<file path="config.mk">
export PLATFORM = sky130hd
export DESIGN_NAME = lcd_text_arbiter
export DESIGN_NICKNAME = d
export VERILOG_FILES = /design/src/rtl/lcd_text_arbiter.sv
export SDC_FILE = /design/constraint.sdc
export NUM_CORES = 1
export LEC_CHECK = 0
export BUFFER_PORTS_ARGS = -buffer_cell sky130_fd_sc_hd__buf_2
export CORE_AREA = 2 2 538 540
export CTS_BUF_LIST = sky130_fd_sc_hd__clkbuf_4 sky130_fd_sc_hd__clkbuf_8 sky130_fd_sc_hd__clkbuf_16
export DETAILED_ROUTE_END_ITERATION = 8
export DIE_AREA = 0 0 540 542
export PLACE_DENSITY = 0.3
export SYNTH_ARGS = -nofsm -noshare
export SYNTH_HDL_FRONTEND = slang
export SYNTH_SLANG_ARGS = --single-unit
</file>
<file path="constraint.sdc">
create_clock -name CLK -period 7.82 [get_ports CLK]
set_input_delay 0 -clock CLK [delete_from_list [all_inputs] [get_ports CLK]]
set_output_delay 0 -clock CLK [all_outputs]
set_load 0.05 [all_outputs]
</file>
<file path="src/rtl/lcd_text_arbiter.sv">
// lcd_text_arbiter
// Shares one LCD text sender between NUM_REQ requesters. A round-robin
// arbiter picks one owner, latches its message, fires a single start pulse
// at the sender, then waits for the sender's completion level. A per-message
// watchdog aborts a stuck sender. On completion or abort, the block pulses
// done/error back to the owner.
//
// Handshake contract, used the same way on every interface of this block:
//   - req[i] is a level. The requester raises it and holds it until it sees
//     done[i]. Dropping it early does not cancel a message that has already
//     been granted.
//   - sendText is a one-cycle start strobe. text is stable from the cycle
//     grant is raised until the next grant, so the sender may sample text
//     at any time after the strobe.
//   - sendingDone is a level owned by the sender. It may still be high from
//     the previous message when a new strobe goes out. Completion therefore
//     counts only after the level has first been seen low (ARM), followed by
//     a high (WAIT).
//   - done/error are one-cycle pulses in the COMPLETE state. error is never
//     high without done.
module lcd_text_arbiter #(
  parameter int NUM_REQ        = 4,
  parameter int TEXT_LENGTH    = 34,
  parameter int TIMEOUT_CYCLES = 50000000
) (
  input  logic                            CLK,
  input  logic                            RST,
  input  logic [NUM_REQ-1:0]              req,
  input  logic [NUM_REQ*8*TEXT_LENGTH-1:0] req_text,
  output logic [NUM_REQ-1:0]              done,
  output logic                            error,
  output logic [NUM_REQ-1:0]              grant,
  output logic                            sendText,
  output logic [8*TEXT_LENGTH-1:0]        text,
  input  logic                            sendingDone,
  output logic [2:0]                      stateDbg
);

  localparam int MSG_W = 8 * TEXT_LENGTH;
  localparam int IDX_W = (NUM_REQ > 1) ? $clog2(NUM_REQ) : 1;
  localparam int TMR_W = $clog2(TIMEOUT_CYCLES + 1);

  localparam logic [IDX_W-1:0] LAST_IDX  = IDX_W'(NUM_REQ - 1);
  localparam logic [TMR_W-1:0] TMR_LIMIT = TMR_W'(TIMEOUT_CYCLES);
  localparam logic [TMR_W-1:0] TMR_ONE   = TMR_W'(1);

  // Controller states
  localparam logic [2:0] ST_IDLE     = 3'd0;
  localparam logic [2:0] ST_ISSUE    = 3'd1;
  localparam logic [2:0] ST_ARM      = 3'd2;
  localparam logic [2:0] ST_WAIT     = 3'd3;
  localparam logic [2:0] ST_COMPLETE = 3'd4;

  logic [2:0]         state;
  logic [IDX_W-1:0]   winner;      // owner of the current message
  logic [IDX_W-1:0]   lastWinner;  // owner of the last completed message
  logic [TMR_W-1:0]   timer;       // cycles spent in ARM/WAIT this message
  logic               errFlag;     // current message ended by timeout

  logic               pickValid;
  logic [IDX_W-1:0]   pickIdx;
  logic [IDX_W-1:0]   cand;
  logic [NUM_REQ-1:0] pickOneHot;
  logic [MSG_W-1:0]   pickText;
  logic [TMR_W-1:0]   timerNext;
  logic               timeoutHit;

  // Round-robin search: first active request after the last winner, wrapping
  always_comb begin
    pickValid = 1'b0;
    pickIdx   = '0;
    cand      = '0;
    for (int off = 1; off <= NUM_REQ; off++) begin
      cand = IDX_W'((int'(lastWinner) + off) % NUM_REQ);
      if (!pickValid && req[cand]) begin
        pickValid = 1'b1;
        pickIdx   = cand;
      end
    end
  end

  // Decode the chosen requester into a one-hot grant and select its message
  always_comb begin
    pickOneHot = '0;
    pickText   = '0;
    for (int i = 0; i < NUM_REQ; i++) begin
      if (pickIdx == IDX_W'(i)) begin
        pickOneHot[i] = 1'b1;
        pickText      = req_text[i*MSG_W +: MSG_W];
      end
    end
  end

  // Saturating watchdog increment; the limit check looks at the next value
  // so the abort lands exactly TIMEOUT_CYCLES cycles after ARM is entered
  always_comb begin
    timerNext  = (timer == TMR_LIMIT) ? timer : (timer + TMR_ONE);
    timeoutHit = (timerNext >= TMR_LIMIT);
  end

  // Controller: arbitrate, issue, wait for the sender, report, release
  always_ff @(posedge CLK or posedge RST) begin
    if (RST) begin
      state      <= ST_IDLE;
      grant      <= '0;
      winner     <= '0;
      lastWinner <= LAST_IDX;
      timer      <= '0;
      errFlag    <= 1'b0;
      text       <= '0;
    end else begin
      case (state)
        ST_IDLE: begin
          if (pickValid) begin
            state   <= ST_ISSUE;
            grant   <= pickOneHot;
            winner  <= pickIdx;
            text    <= pickText;
            timer   <= '0;
            errFlag <= 1'b0;
          end
        end
        ST_ISSUE: begin
          // The start strobe is high for this single cycle
          state <= ST_ARM;
        end
        ST_ARM: begin
          // A high sendingDone here is left over from the previous message
          timer <= timerNext;
          if (timeoutHit) begin
            state   <= ST_COMPLETE;
            errFlag <= 1'b1;
          end else if (!sendingDone) begin
            state <= ST_WAIT;
          end
        end
        ST_WAIT: begin
          // A real completion wins over a timeout landing in the same cycle
          timer <= timerNext;
          if (sendingDone) begin
            state <= ST_COMPLETE;
          end else if (timeoutHit) begin
            state   <= ST_COMPLETE;
            errFlag <= 1'b1;
          end
        end
        ST_COMPLETE: begin
          grant      <= '0;
          lastWinner <= winner;
          state      <= ST_IDLE;
        end
        default: begin
          state <= ST_IDLE;
          grant <= '0;
        end
      endcase
    end
  end

  // Strobes are decoded straight from registered state, so they are one
  // cycle wide and drop to zero as soon as reset forces IDLE
  always_comb begin
    sendText = (state == ST_ISSUE);
    done     = (state == ST_COMPLETE) ? grant : '0;
    error    = (state == ST_COMPLETE) && errFlag;
    stateDbg = state;
  end

endmodule

</file>
Word-level counts from Yosys, hierarchy flattened
Cells that the tools add are included.
{ "word_totals": {"register_bits": 310, "latch_bits": 0, "ram_bits": 0, "mem_bits_ro": 0, "input_bits": 1095, "output_inout_bits": 285, "elab_cells": 88, "memories": 0} }
{ "classes": {"n_addsub": 5, "multipliers": 0, "n_div": 0, "n_lt_le_gt_ge": 5, "eq_ne": 12, "shifts": 0, "muxes": 40, "n_bitwise": 1, "n_reduce_logical": 18} }
{ "ops": {"columns": ["operator", "count"], "rows": [
  ["2-to-1 mux 272 bit", 4],
  ["2-to-1 mux 26 bit", 2],
  ["case mux 26 bit (2 select lines)", 1],
  ["adder 26 x 1 -> 26 bit (second input constant)", 1],
  ["== test 26 bit (second input constant)", 1],
  ["greater-or-equal comparator 26 bit (second input constant)", 1],
  ["2-to-1 mux 1 bit", 15],
  ["2-to-1 mux 3 bit", 5],
  ["< comparator 2 x 3 -> 1 bit (second input constant)", 4],
  ["case mux 3 bit (4 select lines)", 1],
  ["binary-select mux 1 bit (select 2 bit)", 4],
  ["2-to-1 mux 2 bit", 4],
  ["2-to-1 mux 4 bit", 2],
  ["case mux 4 bit (2 select lines)", 1],
  ["== test 3 x 2 -> 1 bit (second input constant)", 2],
  ["!= test 3 bit (second input constant)", 2],
  ["AND reduction 2 bit", 3],
  ["AND reduction 3 bit", 2],
  ["adder 2 x 1 -> 2 bit (second input constant)", 2],
  ["adder 2 bit (second input constant)", 2],
  ["== test 2 bit (second input constant)", 2],
  ["logical AND 1 bit", 4],
  ["!= test 2 bit (second input constant)", 2],
  ["== test 3 x 1 -> 1 bit (second input constant)", 1],
  ["11 further kinds", 13]
]} }

Longest topological paths before layout
{ "depth": {"word_depth": 18, "depth_mapped": 10, "depth_no_buf": 8} }

Least setup slack after synthesis
OpenSTA, ideal clock, no wires.
{ "synth_timing": {"kind": "reg-to-reg", "startpoint": "register state[1], in the netlist stateDbg[1]", "endpoint": "register state[1], in the netlist stateDbg[1]", "setup_time_ns": 0.078, "arrival_ns": 2.249, "required_time_ns": 7.742, "setup_slack_ns": 5.493, "stages_incl_launch_ff": 4, "n_path_buf": 0, "synth_period_minus_slack_ns": 2.327, "path_cell_list": "dfrtp_1 nor2_1 nor3_1 o21bai_1"} }
{ "synth_between": {"elab_cells_between_ends": 9, "classes_between": "eq/ne (6); mux (1); reduce/logical (2)"} }
{ "synth_rtl": {"columns": ["element", "line", "source"], "rows": [
  ["start, declared", "54", "logic [2:0] state;"],
  ["start signal, assigned", "104", "state <= ST_IDLE;"],
  ["start signal, assigned", "115", "state <= ST_ISSUE;"],
  ["start signal, assigned", "125", "state <= ST_ARM;"],
  ["== test 3 x 1 -> 1 bit", null, null],
  ["net sendText", "33", "output logic sendText,"],
  ["case mux 3 bit (4 select lines)", "112", "case (state)"]
]} }
The timed path passes the listed nets, and every way through them passes these cells.
A chain may end at the register's enable or synchronous reset.

Worst setup path after layout
{ "layout_timing": {"startpoint": "register lastWinner[0]", "endpoint": "register text[118]"} }
{ "layout_between": {"elab_chain_cells": 18, "elab_cells_between_ends": 35, "classes_between": "add/sub (4); eq/ne (3); mux (20); reduce/logical (8)"} }
{ "layout_lines": {"columns": ["element", "line", "source"], "rows": [
  ["start, declared", "56", "logic [IDX_W-1:0] lastWinner;"],
  ["start signal, assigned", "149", "lastWinner <= winner;"],
  ["adder 2 x 1 -> 2 bit", "74", "cand = IDX_W'((int'(lastWinner) + off) % NUM_REQ);"],
  ["binary-select mux 1 bit (select 2 bit)", "75", "if (!pickValid && req[cand]) begin"],
  ["2-to-1 mux 1 bit (not written as such)", "75", null],
  ["2-to-1 mux 1 bit", "75", null],
  ["logical NOT 1 bit", "75", null],
  ["logical AND 1 bit", "75", null],
  ["2-to-1 mux 1 bit", "75", null],
  ["logical NOT 1 bit", "75", null],
  ["logical AND 1 bit", "75", null],
  ["2-to-1 mux 1 bit", "75", null],
  ["logical NOT 1 bit", "75", null],
  ["logical AND 1 bit", "75", null],
  ["2-to-1 mux 2 bit", "75", null],
  ["logical NOT 2 bit", "87", "if (pickIdx == IDX_W'(i)) begin"],
  ["2-to-1 mux 272 bit (4 in a row)", "87", null],
  ["end signal, assigned", "118", "text <= pickText;"],
  ["end, declared", "34", "output logic [8*TEXT_LENGTH-1:0] text,"]
]} }
Parallel ways exist; a longest one is shown, timed or not. The select of a mux whose other input is x is not followed.

==> flow_metrics.tcl <==
set metrics [dict create \
    slowest_delay_ns 0.60 \
    gp_congestion 0.924 \
    synth.top_cell.area_share_pct 38.4 \
    synth.largest_area_cell "dfrtp_1" \
    syn_inst 2429 \
    required_ns 8.44 \
    synthesis.nets 3526 \
    worst_ep_arrival_time_ns 4.86 \
    grt_overflow 0 \
    async_flop_share_pct 100 \
    run_status "finished clean" \
    critPathLaunchType "flip-flop" \
    hold_path.class "in -> reg" \
    power_density_mw_per_mm2 381 \
    drt-pass1-iter-count 7 \
    p_leak_nw 18.3 \
    io_pins 1380 \
    synth.area.top_cells "dfrtp_1 (38%), nand2_1 (11%), a311oi_1 (9.2%)" \
    drtAntennaViolNets 0 \
    syn2layout_area_growth_pct 91.9 \
    grt_max_degree 162 \
    synthFlopType "dfrtp_1" \
    post-place-ws_ns 4.11 \
    vias 28100 \
    postCtsSetupBuffers 0 \
    ctsResizeCount 0 \
    drive_gt1_share_pct 36.1 \
    drc 0 \
    antenna_found_initial 221 \
    synth_seq_cells 310 \
    via_per_inst 3.47 \
    path_class "reg -> reg" \
    insertion_delay_ns 0.71 \
    fmax_mhz 236 \
    ys_types 58 \
    yosys_warnings 0 \
    cts_buffers 50 \
    first_iter_violations 1619 \
    start_util_pct 7.00 \
    relSlewSlack_pct 20.5 \
    clockBufferDepth 3 \
    root_buffer "clkbuf_16" \
    drv_cap 0 \
    slowest_stage "and2_2" \
    fin_ws_ns 3.58 \
    core_sq_mm 0.287 \
    path_cells "and3b_1, o32ai_4, buf_4, and2_2, buf_4, a21oi_1, dlygate4sd3_1, o21ai_1, dlygate4sd3_1" \
    hpwlAfterDp_um 186000 \
    dieArea_sq_mm 0.293 \
    min_period_ns 4.24 \
    cts_sinks 310 \
    finalSetupTns_ns 0 \
    tritoncts "built" \
    synth_area_sq_mm 0.0201 \
    grt.total_usage_pct 14.4 \
    ir_drop_mv 0.227 \
    critPathMaxFanout 39 \
    worst_pin_slew_ns 1.19 \
    cp-end-kind "flip-flop" \
    rsz0062_at_grt "false" \
    finalSetupViolations 0 \
    port_buffers 1379 \
    wirelength_um 219000 \
    grt_pass1_wl_um 281000 \
    grt_pass1_vias 28400 \
    synth_edf_count 0 \
    fin_skew_ns 0.0427 \
    finalHoldViolations 0 \
    htreeDepth 2 \
    die_h_um 542 \
    ys_seq_area_share_pct 38.6 \
    hold_buffers 553 \
    wl_per_cell_um 27.1 \
    period_share_pct 54.3 \
    layout.nets 5293 \
    die-width_um 540 \
    clkTransAtPathRegs_ns 0.06 \
    row_count 197 \
    maxSlewViolCount 0 \
    syn_avg_cell_area_sq_um 8.27 \
]
-- state kept, by name, indices dropped and copies added (netlist names) --
signal      cells
errFlag         1
grant           4
stateDbg        3
timer          26
winner          2
lastWinner      2
text          272
-- area by class of cell --
| type | instances | area (sq um) |
|---|---|---|
| well taps | 3781 | 4730 |
| clock inverters | 13 | 194 |
| clock buffers | 80 | 1560 |
| inverters | 7 | 30.0 |
| flip-flops and latches | 310 | 7760 |
| repair buffers | 1967 | 12800 |
| multi-input cells | 1860 | 11200 |
| fillers | 33500 | 248000 |
| diodes | 85 | 213 |
-- cells in the final DEF, fill, tap and decap left out, types with 5 or more instances in the layout --
cell           instances
clkbuf_8              14
a21oi_1              139
a211oi_1             210
o21ai_1               62
xnor2_1                8
diode_2               85
nand3_1               18
buf_12                12
clkbuf_4              16
buf_2               1379
a22oi_1               62
dlygate4sd3_1        553
nand4_1                9
a311oi_1             211
dfrtp_1              308
a31oi_1                7
nor2_1                23
and3_1                10
clkbuf_16             50
nand2_1              573
inv_1                  6
and4_1                 5
o31ai_1                5
buf_4                 23
a21o_1               211
nor3_1                10
and2_1               211
o21ai_0               35
-- cell usage after synthesis, types with 2 or more instances --
cell type and n:
o21ai_1 62, nand4_1 9, buf_1 13, dfstp_2 2, buf_2 105, clkbuf_1 125
a21o_1 211, xnor2_1 8, and3_1 11, a21oi_1 139, and2_1 212, o41ai_1 3
xor2_1 3, nor2_1 23, nand2b_1 2, a311oi_1 211, nor2b_1 3, inv_1 7
a31oi_1 7, and4_1 5, a31o_2 2, a32o_1 2, nand2_1 573, o21ai_0 35
nor4_2 2, nor4_1 3, mux2_2 2, dfrtp_1 308, nor4bb_1 2, buf_6 2
ha_1 2, nand3_1 18, a22oi_1 62, a211oi_1 210, nor3_1 10, mux2i_1 4
buf_4 6, o31ai_1 5
-- report_power, final --
part,internal (mW),leakage (nW),switching [mW],total (mW)
clock network,1.50,0.884,1.03,2.52
registers,2.34,3.89,0.502,2.84
logic,2.76,13.5,6.56,9.32
-- cells by family (layout without fill, tap and decap cells) --
kind of cell | after synthesis | count (layout) | share of synthesized area (%)
multiplexers | 6 | 6 | 0.311
AND/OR/NAND/NOR | 883 | 883 | 20.3
AO/OA/AOI/OAI | 958 | 958 | 34.5
adder cells (fa/ha/maj) | 2 | 2 | 0.125
XOR/XNOR | 11 | 11 | 0.480
other | 0 | 85 | 0
buffers and inverters | 259 | 2067 | 5.69
flip-flops | 310 | 310 | 38.6
-- path summary, 6_finish.rpt --
path                                from   endpoint  slack, ns  cells past startpoint
hold reg to reg                 text[42]   text[42]       0.47                      1
setup / recovery           lastWinner[0]  text[118]       3.58                      9
hold / removal                    req[2]  winner[1]       0.07                      4
setup reg to reg           lastWinner[0]  text[118]       3.58                      9
max in group asynchronous            RST  text[167]       5.38                      7
min in group asynchronous            RST  text[152]       0.55                      5
-- routing by layer --
metal  GRT usage (%)  wire [um]  vias up
met5               0        681        -
met2            23.2      98200     1465
met4            4.35       7540      100
met3            6.38      24300      405
met1            17.0      88400    13500
li1                -          -    12600
-- worst max-delay path, delay by kind of cell (launching register included) --
kind / cells / cell delay, ns
and+or+nand+nor: 2 / 0.82
DFF: 1 / 0.57
buffers and inverters: 4 / 2.12
AOI/OAI and AO/OA: 3 / 0.59
-- through the flow --
step           instances  power, mW  cell area, sq um  hold WS, ns  utilization, %
2_1_floorplan       2429       7.99             20100        0.102               -
3_3_place_gp        7372       11.5             31000        0.158            10.8
3_5_place_dp        7372       11.5             31000        0.146            10.8
4_1_cts             8018       15.1             38300       0.0247            13.4
5_1_grt             8054       15.6             38400       0.0708            13.4
6_report            8103       14.7             38500       0.0665            13.4
Note: power is estimated with default switching activity, not from simulation.
